### src/rtl/btn_conditioner.sv
// Push-button conditioner: two-flop synchroniser, dual-edge debounce FSM,
// single-cycle press/release pulses, and hold detection with auto-repeat.
module btn_conditioner #(
    parameter int DEBOUNCE_CYCLES = 1_000_000,
    parameter int HOLD_CYCLES     = 50_000_000,
    parameter int REPEAT_CYCLES   = 10_000_000
) (
    input  logic clk,
    input  logic rst,
    input  logic btn_in,
    output logic btn_level,
    output logic btn_press,
    output logic btn_release,
    output logic btn_hold,
    output logic btn_repeat
);

    localparam int MAX_DH     = (DEBOUNCE_CYCLES > HOLD_CYCLES) ? DEBOUNCE_CYCLES : HOLD_CYCLES;
    localparam int MAX_CYCLES = (MAX_DH > REPEAT_CYCLES) ? MAX_DH : REPEAT_CYCLES;
    localparam int CW         = $clog2(MAX_CYCLES) + 1;

    localparam logic [CW-1:0] DB_LAST   = CW'(DEBOUNCE_CYCLES - 1);
    localparam logic [CW-1:0] HOLD_LAST = CW'(HOLD_CYCLES - 1);
    localparam logic [CW-1:0] REP_LAST  = CW'(REPEAT_CYCLES - 1);
    localparam logic [CW-1:0] CNT_ONE   = CW'(1);

    typedef enum logic [1:0] {
        IDLE    = 2'd0,
        DB_DOWN = 2'd1,
        DOWN    = 2'd2,
        DB_UP   = 2'd3
    } state_t;

    state_t          state_reg;
    logic            s1_reg;
    logic            s2_reg;
    logic [CW-1:0]   dcnt_reg;
    logic [CW-1:0]   hcnt_reg;
    logic [CW-1:0]   rcnt_reg;

    always_ff @(posedge clk) begin
        if (!rst) begin
            state_reg   <= IDLE;
            s1_reg      <= 1'b0;
            s2_reg      <= 1'b0;
            dcnt_reg    <= '0;
            hcnt_reg    <= '0;
            rcnt_reg    <= '0;
            btn_level   <= 1'b0;
            btn_press   <= 1'b0;
            btn_release <= 1'b0;
            btn_hold    <= 1'b0;
            btn_repeat  <= 1'b0;
        end else begin
            s1_reg      <= btn_in;
            s2_reg      <= s1_reg;
            btn_press   <= 1'b0;
            btn_release <= 1'b0;
            btn_repeat  <= 1'b0;

            // Hold timing runs for the whole time the debounced level is high,
            // including release bounce; the release branch below overrides it.
            if (state_reg == DOWN || state_reg == DB_UP) begin
                if (!btn_hold) begin
                    if (hcnt_reg == HOLD_LAST) begin
                        btn_hold   <= 1'b1;
                        btn_repeat <= 1'b1;
                        rcnt_reg   <= '0;
                    end else begin
                        hcnt_reg <= hcnt_reg + CNT_ONE;
                    end
                end else if (rcnt_reg == REP_LAST) begin
                    btn_repeat <= 1'b1;
                    rcnt_reg   <= '0;
                end else begin
                    rcnt_reg <= rcnt_reg + CNT_ONE;
                end
            end

            case (state_reg)
                IDLE: begin
                    if (s2_reg) begin
                        state_reg <= DB_DOWN;
                        dcnt_reg  <= CNT_ONE;
                    end
                end
                DB_DOWN: begin
                    if (!s2_reg) begin
                        state_reg <= IDLE;
                        dcnt_reg  <= '0;
                    end else if (dcnt_reg == DB_LAST) begin
                        state_reg <= DOWN;
                        dcnt_reg  <= '0;
                        btn_level <= 1'b1;
                        btn_press <= 1'b1;
                        hcnt_reg  <= '0;
                    end else begin
                        dcnt_reg <= dcnt_reg + CNT_ONE;
                    end
                end
                DOWN: begin
                    if (!s2_reg) begin
                        state_reg <= DB_UP;
                        dcnt_reg  <= CNT_ONE;
                    end
                end
                DB_UP: begin
                    if (s2_reg) begin
                        state_reg <= DOWN;
                        dcnt_reg  <= '0;
                    end else if (dcnt_reg == DB_LAST) begin
                        state_reg   <= IDLE;
                        dcnt_reg    <= '0;
                        hcnt_reg    <= '0;
                        rcnt_reg    <= '0;
                        btn_level   <= 1'b0;
                        btn_hold    <= 1'b0;
                        btn_repeat  <= 1'b0;
                        btn_release <= 1'b1;
                    end else begin
                        dcnt_reg <= dcnt_reg + CNT_ONE;
                    end
                end
                default: begin
                    state_reg <= IDLE;
                    dcnt_reg  <= '0;
                end
            endcase
        end
    end

endmodule

### config.mk
export PLATFORM = sky130hd
export DESIGN_NAME = btn_conditioner
export DESIGN_NICKNAME = d
export VERILOG_FILES = /design/src/rtl/btn_conditioner.sv
export SDC_FILE = /design/constraint.sdc
export NUM_CORES = 1
export LEC_CHECK = 0
export ABC_AREA = 0
export BUFFER_PORTS_ARGS = -buffer_cell sky130_fd_sc_hd__buf_2
export CAP_MARGIN = 20
export CORE_UTILIZATION = 35
export DETAILED_ROUTE_END_ITERATION = 12
export MAX_ROUTING_LAYER = met4
export PLACE_DENSITY_LB_ADDON = 0.25
export REMOVE_ABC_BUFFERS = 1
export SYNTH_ARGS = -nofsm -noshare
export SYNTH_HDL_FRONTEND = slang
export SYNTH_SLANG_ARGS = --single-unit
### constraint.sdc
create_clock -name clk -period 5.41 [get_ports clk]
set_clock_uncertainty 0.1 [all_clocks]
set_input_delay 0.541 -clock clk [delete_from_list [all_inputs] [get_ports clk]]
set_output_delay 0.541 -clock clk [all_outputs]
set_load 0.02 [all_outputs]
# == Word-level counts from Yosys, hierarchy flattened ==
# Index checks and enable logic that the tools add are counted.
# word_totals
reg_bits,90
input_bits,3
output_inout_bits,5
# classes
addsub,3
n_eq_ne,14
mux,45
bitwise,2
reduce_logical,8
# op_table
op,count
$mux W27,18
$pmux W27 S4,1
$add A27 B1 Y27 const B,3
$pmux W27 S2,1
$eq A27 B20 Y1 const B,1
$eq A27 B24 Y1 const B,1
$eq A27 B26 Y1 const B,1
$mux W1,17
$mux W2,6
$ne A2 B2 Y1 const B,5
$pmux W2 S4,1
$reduce_and A5 Y1,1
$eq A2 B2 Y1 const B,2
$reduce_and A4 Y1,1
$ne A3 B2 Y1 const B,1
$ne A3 B3 Y1 const B,1
$reduce_and A3 Y1,1
$reduce_or A3 Y1,1
$eq A2 B1 Y1 const B,1
$logic_not A2 Y1,1
$ne A2 B1 Y1 const B,1
$not A1 Y1,2
$pmux W1 S2,1
$reduce_and A2 Y1,1
other kinds (2),2

# == Logic depth before layout (Yosys ltp) ==
# Gate-level depths: netlist (run 1).
# depth
ltp_word,7
ltp_mapped,9
depth_no_buf,7

# == Least setup slack after synthesis (run 1) ==
# OpenSTA, ideal clock, no wires.
# synth_path
kind,flip-flop to flip-flop
start,register dcnt_reg[10]
end,register rcnt_reg[16]
setup_ps,132
arrival_ps,2140
required_time_ps,5178
slack_ps,3038
stages_incl_launch_ff,8
period_less_slack_ps,2372
cell_sequence,dfxtp_1 or4b_1 or4_4 or4_4 buf_6 o21ai_4 buf_6 a211oi_1
# synth_between
elab_chain_len,4
# synth_rtl
item,line,source
start: declaration,37,logic [CW-1:0] dcnt_reg;
start signal: assignment,98,dcnt_reg <= dcnt_reg + CNT_ONE;
start signal: assignment,121,dcnt_reg <= dcnt_reg + CNT_ONE;
$eq A27 B20 Y1,111,end else if (dcnt_reg == DB_LAST) begin
$mux W27,111,
$mux W27,108,if (s2_reg) begin
$mux W27,80,case (state_reg)
end signal: assignment,76,rcnt_reg <= rcnt_reg + CNT_ONE;
end: declaration,39,logic [CW-1:0] rcnt_reg;
# Every way passes these cells.
# A chain may end at the register's enable or synchronous reset.

# == Worst setup path after layout (run 1) ==
# layout_path
start,register rcnt_reg[0]
end,register rcnt_reg[18]
# layout_between
elab_chain_len,7
word_cells_on_any_way,8
classes_between,1 x add/sub; 1 x eq/ne; 6 x mux
# layout_rtl
item,line,source
$add A27 B1 Y27 / $eq A27 B24 Y1 (equally long branches),"76, 72",
$mux W27 *,72,end else if (rcnt_reg == REP_LAST) begin
$mux W27 *,64,if (!btn_hold) begin
$mux W27 *,63,if (state_reg == DOWN || state_reg == DB_UP) begin
$mux W27,111,
$mux W27,108,
$mux W27 *,80,
# Mark *: on every way between the ends. The rest lies on a longest branch, timed or not.

==> results.yml, run 1 <==
synthesis:
  synth_common_cells: "dfxtp_1, nor2_1, nand2_1, a21oi_1, o21ai_0"
  synth_top_cell_by_area: "dfxtp_1"
  synth_edf_count: 0
  yosys.area_share.simple: 0.2937
  synth_top_cells_by_area: "dfxtp_1, nor2_1, a21oi_1"
  synth_area_um2: 4473
  synth_compound_area_frac: 0.2011
  synth.ff_latch_count: 90
  post_synth_xor_area_fraction: 0.05287
  syn_inst: 559
  synth_mux_area_frac: 0.004476
  netlist.area_leader.share: 0.4028
  synth.most_common_cell: "dfxtp_1"
  seq_area_frac_synth: 0.4028
  synthFlopType: "dfxtp_1"
  ys_warn_count: 0
  avgSynthCellArea_um2: 8.002
  ys_async_sr_fraction: 0
  ys_types: 52
  synth_top_family_by_area: "simple AND/OR/NAND/NOR gates"
  synth_fa_ha_area_frac: 0.008392
floorplanning:
  fp.dieArea_um2: 13240
  die_h_um: 115.1
  die_x_um: 115.1
  rows: 40
  ios: 8
  core-area_um2: 12210
  initial_core_util: 0.3663
job:
  cap_viol_max_count: 0
pwr:
  power.density_nw_per_um2: 270.2
  total_power_mw: 1.335
  leakagePower_nw: 1.585
  peakVddDrop_v: 0.0001209
  p_sw_frac: 0.2273
  pwr-share-seq: 0.499
  power_frac_comb: 0.019
  intPower_mw: 1.032
  p_sw_mw: 0.3035
  p_clk_frac: 0.482
critical_path:
  cp_max_fo: 8
  reg2reg_from: "rcnt_reg[0]"
  r2r_slack_ps: 2640
  worstSetupStartpoint: "rcnt_reg[0]"
  worstPathArrival_ps: 2890
  critical_path_class: "register to register"
  critPathCaptureType: "register"
  worstPathRequired_ps: 5530
  start_kind: "register"
global_route:
  antenna_found_initial: 0
  grt_util_all_layers: 0.1762
  overflow: 0
  grt_pass1_vias: 3748
  grt_pass1_wl_um: 17830
  grt_max_degree: 28
clocking:
  htreeDepth: 3
  clkLatencyLatePin_ps: 350
  cts_tree: "yes"
  cts_root_buffer: "clkbuf_16"
  path_clk_slew_ps: 70
  cts_setup_buffers: 0
  clockBufferDepth: 2
  cts_hold_buf: 0
  cts_buffers: 9
  clock_sinks: 90
  cts_resized: 0
detailed_routing:
  first_iter_violations: 254
  viasPerCell: 5.615
  drc: 0
  vias: 4110
  ant_nets: 0
  routedWlPerCell_um: 14.71
  totalWireLength_um: 10770
  dr.pass1.iters: 4
placement:
  placed_cell_area_um2: 4627
  globalplace.congestion: 0.8172
  place_hpwl_um: 7148
  port_buffers: 7
  placed_cells: 714
timing:
  post-route-period-util: 0.5123
  setup_tns_ps: 0
  finalHoldViolations: 0
  slew-limit-headroom: 0.2998
  rsz0062_at_grt: "false"
  max_freq_mhz: 360.8
  tightest_slew_ps: 1041
  drv_slew: 0
  holdWs_ps: 293.2
  finalSetupViolCount: 0
  period_minus_slack_ps: 2772
hold_path:
  hold_start: "btn_in"
  hold_class: "input pin to register"
layout:
  stdcell_count: 732
  antenna_cells: 0
  fillerInstances: 1258
  multi_input_area_um2: 2512
  area_delta_synth_final_pct: 10.46
  regArea_um2: 1802
  nets: 565
  drive_gt1_frac: 0.07447
  fin_area_um2: 4941
run_status:
  status: "finished, final reports clean"
==> placed cells by master (no fill, tap or decap), drive strengths merged, types with 2 or more instances in the layout <==
cell       n
nor4       8
buf       12
o31ai      3
nor2b      4
dfxtp     90
nand4b     3
o41a       3
a21oi     47
a41oi      3
clkinvlp   3
xnor2     10
nor4b      3
o41ai      2
ha         3
o21ai     44
and3      13
nand4     18
nor2      69
mux2i      2
nand3     34
clkinv     3
or4b       2
and2       7
nand2b     3
nand2     53
or4        3
and4       8
xor2      17
clkbuf    10
nor3      21
or2        3
inv       10
or3        7
a31oi     22
a311oi     3
a211oi     8
o21a       2
==> worst max-delay path, stage by stage, from the launching register on <==
cell and delay [ps]:
dfxtp_1 390, ha_1 230, nand3_1 130, or2_2 380, o41ai_2 780, buf_4 300, a41oi_1 60, o21ai_0 170
a21oi_1 80
==> layout make-up <==
type	count	share of cell area
Sequential cell	90	0.3646
Multi-Input combinational cell	435	0.5085
Tap cell	168	0.04254
Clock buffer	9	0.04558
Timing Repair Buffer	13	0.01519
Clock inverter	7	0.01595
Inverter	10	0.007597
==> power groups by stage <==
stage | clock network (mW) | logic, mW | registers [mW]
6_report | 0.643 | 0.0259 | 0.666
5_1_grt | 0.688 | 0.0281 | 0.666
4_1_cts | 0.661 | 0.0255 | 0.666
3_5_place_dp | 0 | 0.0254 | 0.681
3_3_place_gp | 0 | 0.0249 | 0.681
2_1_floorplan | 0 | 0.0143 | 0.682
==> cell families after synthesis <==
family          after synthesis
buf+inv                      34
xor+xnor                     27
simple gates                260
mux                           2
fa+ha+maj                     3
compound gates              143
flops                        90
==> metal layers <==
| layer | up-vias | share of wire | GRT usage |
|---|---|---|---|
| met5 | - | 0 | - |
| met2 | 89 | 0.45 | 0.2667 |
| met4 | 0 | 0.015 | 0.07706 |
| li1 | 2051 | - | - |
| met3 | 11 | 0.045 | 0.03690 |
| met1 | 1959 | 0.49 | 0.2260 |
==> stage by stage <==
| step | util | setup WS [ps] |
|---|---|---|
| floorplan | - | 2513 |
| global placement | 0.3789 | 2717 |
| detailed placement | 0.3789 | 2646 |
| CTS | 0.4038 | 2632 |
| global route | 0.4046 | 2397 |
| finish | 0.4046 | 2638 |
==> final timing paths <==
kind                       end  cells past startpoint
setup reg to reg  rcnt_reg[18]                      8
hold / removal          s1_reg                      2
setup / recovery  rcnt_reg[18]                      8
hold reg to reg         s2_reg                      1
Power figures use the tool's default switching activity.
==> run 2, diff against run 1 <==
==> constraint.sdc (replaced) <==
create_clock -name clk -period 2.6 [get_ports clk]
set_clock_uncertainty 0.1 [all_clocks]
set_input_delay 0.26 -clock clk [delete_from_list [all_inputs] [get_ports clk]]
set_output_delay 0.26 -clock clk [all_outputs]
set_load 0.02 [all_outputs]
==> results.yml, run 2 (synthesis results as in run 1) <==
run_status:
  status: "finished, final reports clean"
clocking:
  path_clk_slew_ps: 60
  cts_tree: "yes"
  cts_buffers: 9
  clkLatencyLatePin_ps: 350
  clock_sinks: 90
  cts_setup_buffers: 0
  clockBufferDepth: 2
  htreeDepth: 3
  cts_root_buffer: "clkbuf_16"
detailed_routing:
  ant_nets: 0
  drc: 0
  vias: 4196
  routedWlPerCell_um: 14.23
  viasPerCell: 5.595
  totalWireLength_um: 10670
  dr.pass1.iters: 6
  first_iter_violations: 305
timing:
  finalSetupViolCount: 0
  rsz0062_at_grt: "false"
  slew-limit-headroom: 0.6123
  tightest_slew_ps: 580.1
  setup_slack_ps: 77.65
  drv_slew: 0
  finalHoldViolations: 0
  max_freq_mhz: 396.5
  post-route-period-util: 0.9701
  holdWs_ps: 16.20
  period_minus_slack_ps: 2522
layout:
  drive_gt1_frac: 0.1048
  fillerInstances: 1248
  final_cell_mix: "dfxtp_1, nor2_1, nand2_1, a21oi_1, o21ai_0"
  post-route-util: 0.4173
  layout_commonest_cell: "dfxtp_1"
  antenna_cells: 0
  nets: 584
  area_delta_synth_final_pct: 13.93
global_route:
  grt_pass1_wl_um: 18730
  overflow: 0
  grt_util_all_layers: 0.1835
  antenna_found_initial: 0
  grt_max_degree: 28
  grt_pass1_vias: 3845
pwr:
  p_clk_frac: 0.474
  peakVddDrop_v: 0.0002716
  power_frac_comb: 0.022
  power.density_nw_per_um2: 540.2
  p_sw_frac: 0.2138
  intPower_mw: 2.164
  total_power_mw: 2.753
  p_sw_mw: 0.5886
  leakagePower_nw: 1.690
  pwr-share-seq: 0.504
critical_path:
  r2r_slack_ps: 80
  cp_max_fo: 12
  critical_path_class: "register to register"
  path_cells: "or4b_1 -> or4_4 -> or4_4 -> o21ai_4 -> buf_4 -> a21oi_1"
  cp_common_cell: "or4_4"
  worstPathArrival_ps: 2650
  critPathCaptureType: "register"
  r2r_cells: 6
  start_kind: "register"
  worstPathRequired_ps: 2730
  critPathMaxStageDelay_ps: 520
  cp_slowest_cell: "or4_4"
placement:
  port_buffers: 7
  pre_cts_ws_ps: 115.3
  place_hpwl_um: 7441
  globalplace.congestion: 0.8602
floorplanning:
  core-area_um2: 12210
  fp.dieArea_um2: 13240
  initial_core_util: 0.3663
  ios: 8
  die_x_um: 115.1
  rows: 40
  die_h_um: 115.1
hold_path:
  worstHoldPathCells: 2
  hold_class: "input pin to register"
job:
  cap_viol_max_count: 0
==> run 2: metrics by stage <==
step / area [um2] / TNS, ps / std cells
4_1_cts: 5091 / 0 / 750
2_1_floorplan: 4347 / -3345 / 535
6_report: 5096 / 0 / 750
5_1_grt: 5096 / 0 / 750
3_5_place_dp: 4797 / 0 / 735
3_3_place_gp: 4797 / 0 / 735
==> run 2: power by group through the flow <==
stage	Clock, mW	Combinational (mW)	Sequential (mW)
floorplan	0	0.0297	1.42
global placement	0	0.0608	1.42
detailed placement	0	0.0611	1.42
CTS	1.34	0.0614	1.39
global route	1.40	0.0670	1.39
finish	1.31	0.0608	1.39
==> run 2: what timing repair did <==
action                                 4_1_cts  5_1_grt
hold buffers                                 0        0
endpoints found under the hold margin        0        0
resized for setup                            0        1
setup endpoints to repair                    0        4
==> run 2: critical path, delay by kind of cell, from the launching register on <==
family,cells,cell delay (ps)
buf+inv,1,210
flops,1,350
compound gates,2,240
simple gates,3,1500
==> run 2: final cells by class <==
type / count / area [um2] / area share
clock buffers: 10 / 239.0 / 0.04689
clock inverters: 5 / 55.05 / 0.01080
inverters: 10 / 37.54 / 0.007366
multi-input cells: 435 / 2517 / 0.4940
flip-flops and latches: 90 / 1802 / 0.3535
well taps: 168 / 210.2 / 0.04125
repair buffers: 32 / 235.2 / 0.04616
==> run 2: path summary, 6_finish.rpt <==
| check | endpoint | from |
|---|---|---|
| setup / recovery | rcnt_reg[14] | dcnt_reg[10] |
| hold reg to reg | dcnt_reg[26] | dcnt_reg[26] |
| setup reg to reg | rcnt_reg[14] | dcnt_reg[10] |
| hold / removal | s1_reg | btn_in |
==> run 2: metal layers <==
layer	global-route usage	part of all wire
met4	0.04762	0.014
met5	-	0
met1	0.2395	0.49
met2	0.2803	0.45
met3	0.04797	0.048
==> run 3, diff against run 2 <==
--- a/config.mk
+++ b/config.mk
@@ -13,6 +13,7 @@
 export MAX_ROUTING_LAYER = met4
 export PLACE_DENSITY_LB_ADDON = 0.25
 export REMOVE_ABC_BUFFERS = 1
+export SETUP_SLACK_MARGIN = 0.3
 export SYNTH_ARGS = -nofsm -noshare
 export SYNTH_HDL_FRONTEND = slang
 export SYNTH_SLANG_ARGS = --single-unit
==> results.yml, run 3 (synthesis results as in run 1) <==
run_status:
  status: "finished, final reports clean"
clocking:
  cts_tree: "yes"
  path_clk_slew_ps: 60
  cts_hold_buf: 0
  cts_root_buffer: "clkbuf_16"
  htreeDepth: 3
  clock_sinks: 90
  clkLatencyLatePin_ps: 350
  clockBufferDepth: 2
  cts_buffers: 9
global_route:
  grt_util_all_layers: 0.1904
  antenna_found_initial: 0
  grt_max_degree: 28
  grt_pass1_wl_um: 19380
  overflow: 0
  grt_pass1_vias: 3939
timing:
  holdWs_ps: 17.72
  setup_slack_ps: 165.0
  rsz0062_at_grt: "true"
  finalHoldViolations: 0
  slew-limit-headroom: 0.5993
  max_freq_mhz: 410.7
  drv_slew: 0
  finalSetupViolCount: 0
  tightest_slew_ps: 599.6
  period_minus_slack_ps: 2435
  setup_tns_ps: 0
  post-route-period-util: 0.9365
critical_path:
  worstSetupStartpoint: "dcnt_reg[26]"
  cp_max_fo: 8
  r2r_slack_ps: 160
  critPathCaptureType: "register"
  cp_common_cell: "or4_4"
  worstPathRequired_ps: 2720
  worstPathArrival_ps: 2560
  reg2reg_from: "dcnt_reg[26]"
  r2r_cells: 6
  critical_path_class: "register to register"
  cp_slowest_cell: "or4b_1"
  endpoint: "rcnt_reg[3]"
  critPathMaxStageDelay_ps: 510
  start_kind: "register"
  r2r_end: "rcnt_reg[3]"
  path_cells: "or4b_1 -> or4_4 -> or4_4 -> o21ai_4 -> buf_6 -> a211oi_1"
detailed_routing:
  first_iter_violations: 324
  dr.pass1.iters: 4
  vias: 4270
  routedWlPerCell_um: 14.74
  ant_nets: 0
  totalWireLength_um: 11200
  drc: 0
  viasPerCell: 5.618
placement:
  port_buffers: 7
  placed_cells: 735
  globalplace.congestion: 0.8602
  pre_cts_ws_ps: 115.3
  place_hpwl_um: 7441
layout:
  multi_input_area_um2: 2649
  antenna_cells: 0
  layout_commonest_cell: "dfxtp_1"
  area_delta_synth_final_pct: 19.16
  stdcell_count: 760
  final_cell_mix: "dfxtp_1, nor2_1, nand2_1, a21oi_1, nand3_1"
  regArea_um2: 1807
  drive_gt1_frac: 0.1740
  nets: 594
  fillerInstances: 1233
floorplanning:
  ios: 8
  fp.dieArea_um2: 13240
  die_x_um: 115.1
  core-area_um2: 12210
  initial_core_util: 0.3663
  die_h_um: 115.1
  rows: 40
hold_path:
  hold_class: "input pin to register"
job:
  cap_viol_max_count: 0
pwr:
  leakagePower_nw: 1.752
  power.density_nw_per_um2: 517.9
  peakVddDrop_v: 0.0002698
-- run 3: area by class of cell --
type,count,share of cell area
clock inverter,5,0.01033
clock buffer,10,0.04484
inverter,10,0.007042
multi-input combinational,435,0.4969
tap,168,0.03944
timing repair buffer,42,0.06244
sequential,90,0.3390
-- run 3: what timing repair did --
action,CTS,global route
cloned,3,0
resized for setup,33,24
setup endpoints to repair,77,80
pin swaps,6,3
setup buffers,6,1
-- run 3: layer usage --
layer  wire [um]  global-route usage
met1        5456              0.2512
met3         423             0.04797
met2        5184              0.2896
met5           0                   -
met4         134             0.04848
-- run 3: power breakdown --
group | switching, mW | internal [mW]
Combinational | 0.0475 | 0.0234
Clock | 0.541 | 0.762
Sequential | 0.00425 | 1.38
-- run 3: how the worst min path moves through the flow --
stage / slack, ps / startpoint / cells past startpoint / end
2_1_floorplan: 280 / rst / 1 / s1_reg
3_3_place_gp: 350 / dcnt_reg[26] / 1 / dcnt_reg[26]
3_5_place_dp: 360 / dcnt_reg[26] / 1 / dcnt_reg[26]
4_1_cts: 8 / btn_in / 2 / s1_reg
5_1_grt: 20 / btn_in / 2 / s1_reg
6_report: 20 / btn_in / 2 / s1_reg
-- run 3: critical path, delay by kind of cell, from the launching register on --
family,cells,cell delay [ps]
simple gates,3,1440
flops,1,320
compound gates,2,270
buf+inv,1,180
-- run 3: metrics by stage --
step	power (mW)	cell area [um2]	util
after floorplan	1.448	4347	-
after global placement	1.478	4797	0.3928
after detailed placement	1.479	4797	0.3928
after CTS	2.798	5240	0.4291
after global routing	2.868	5330	0.4365
final	2.760	5330	0.4365
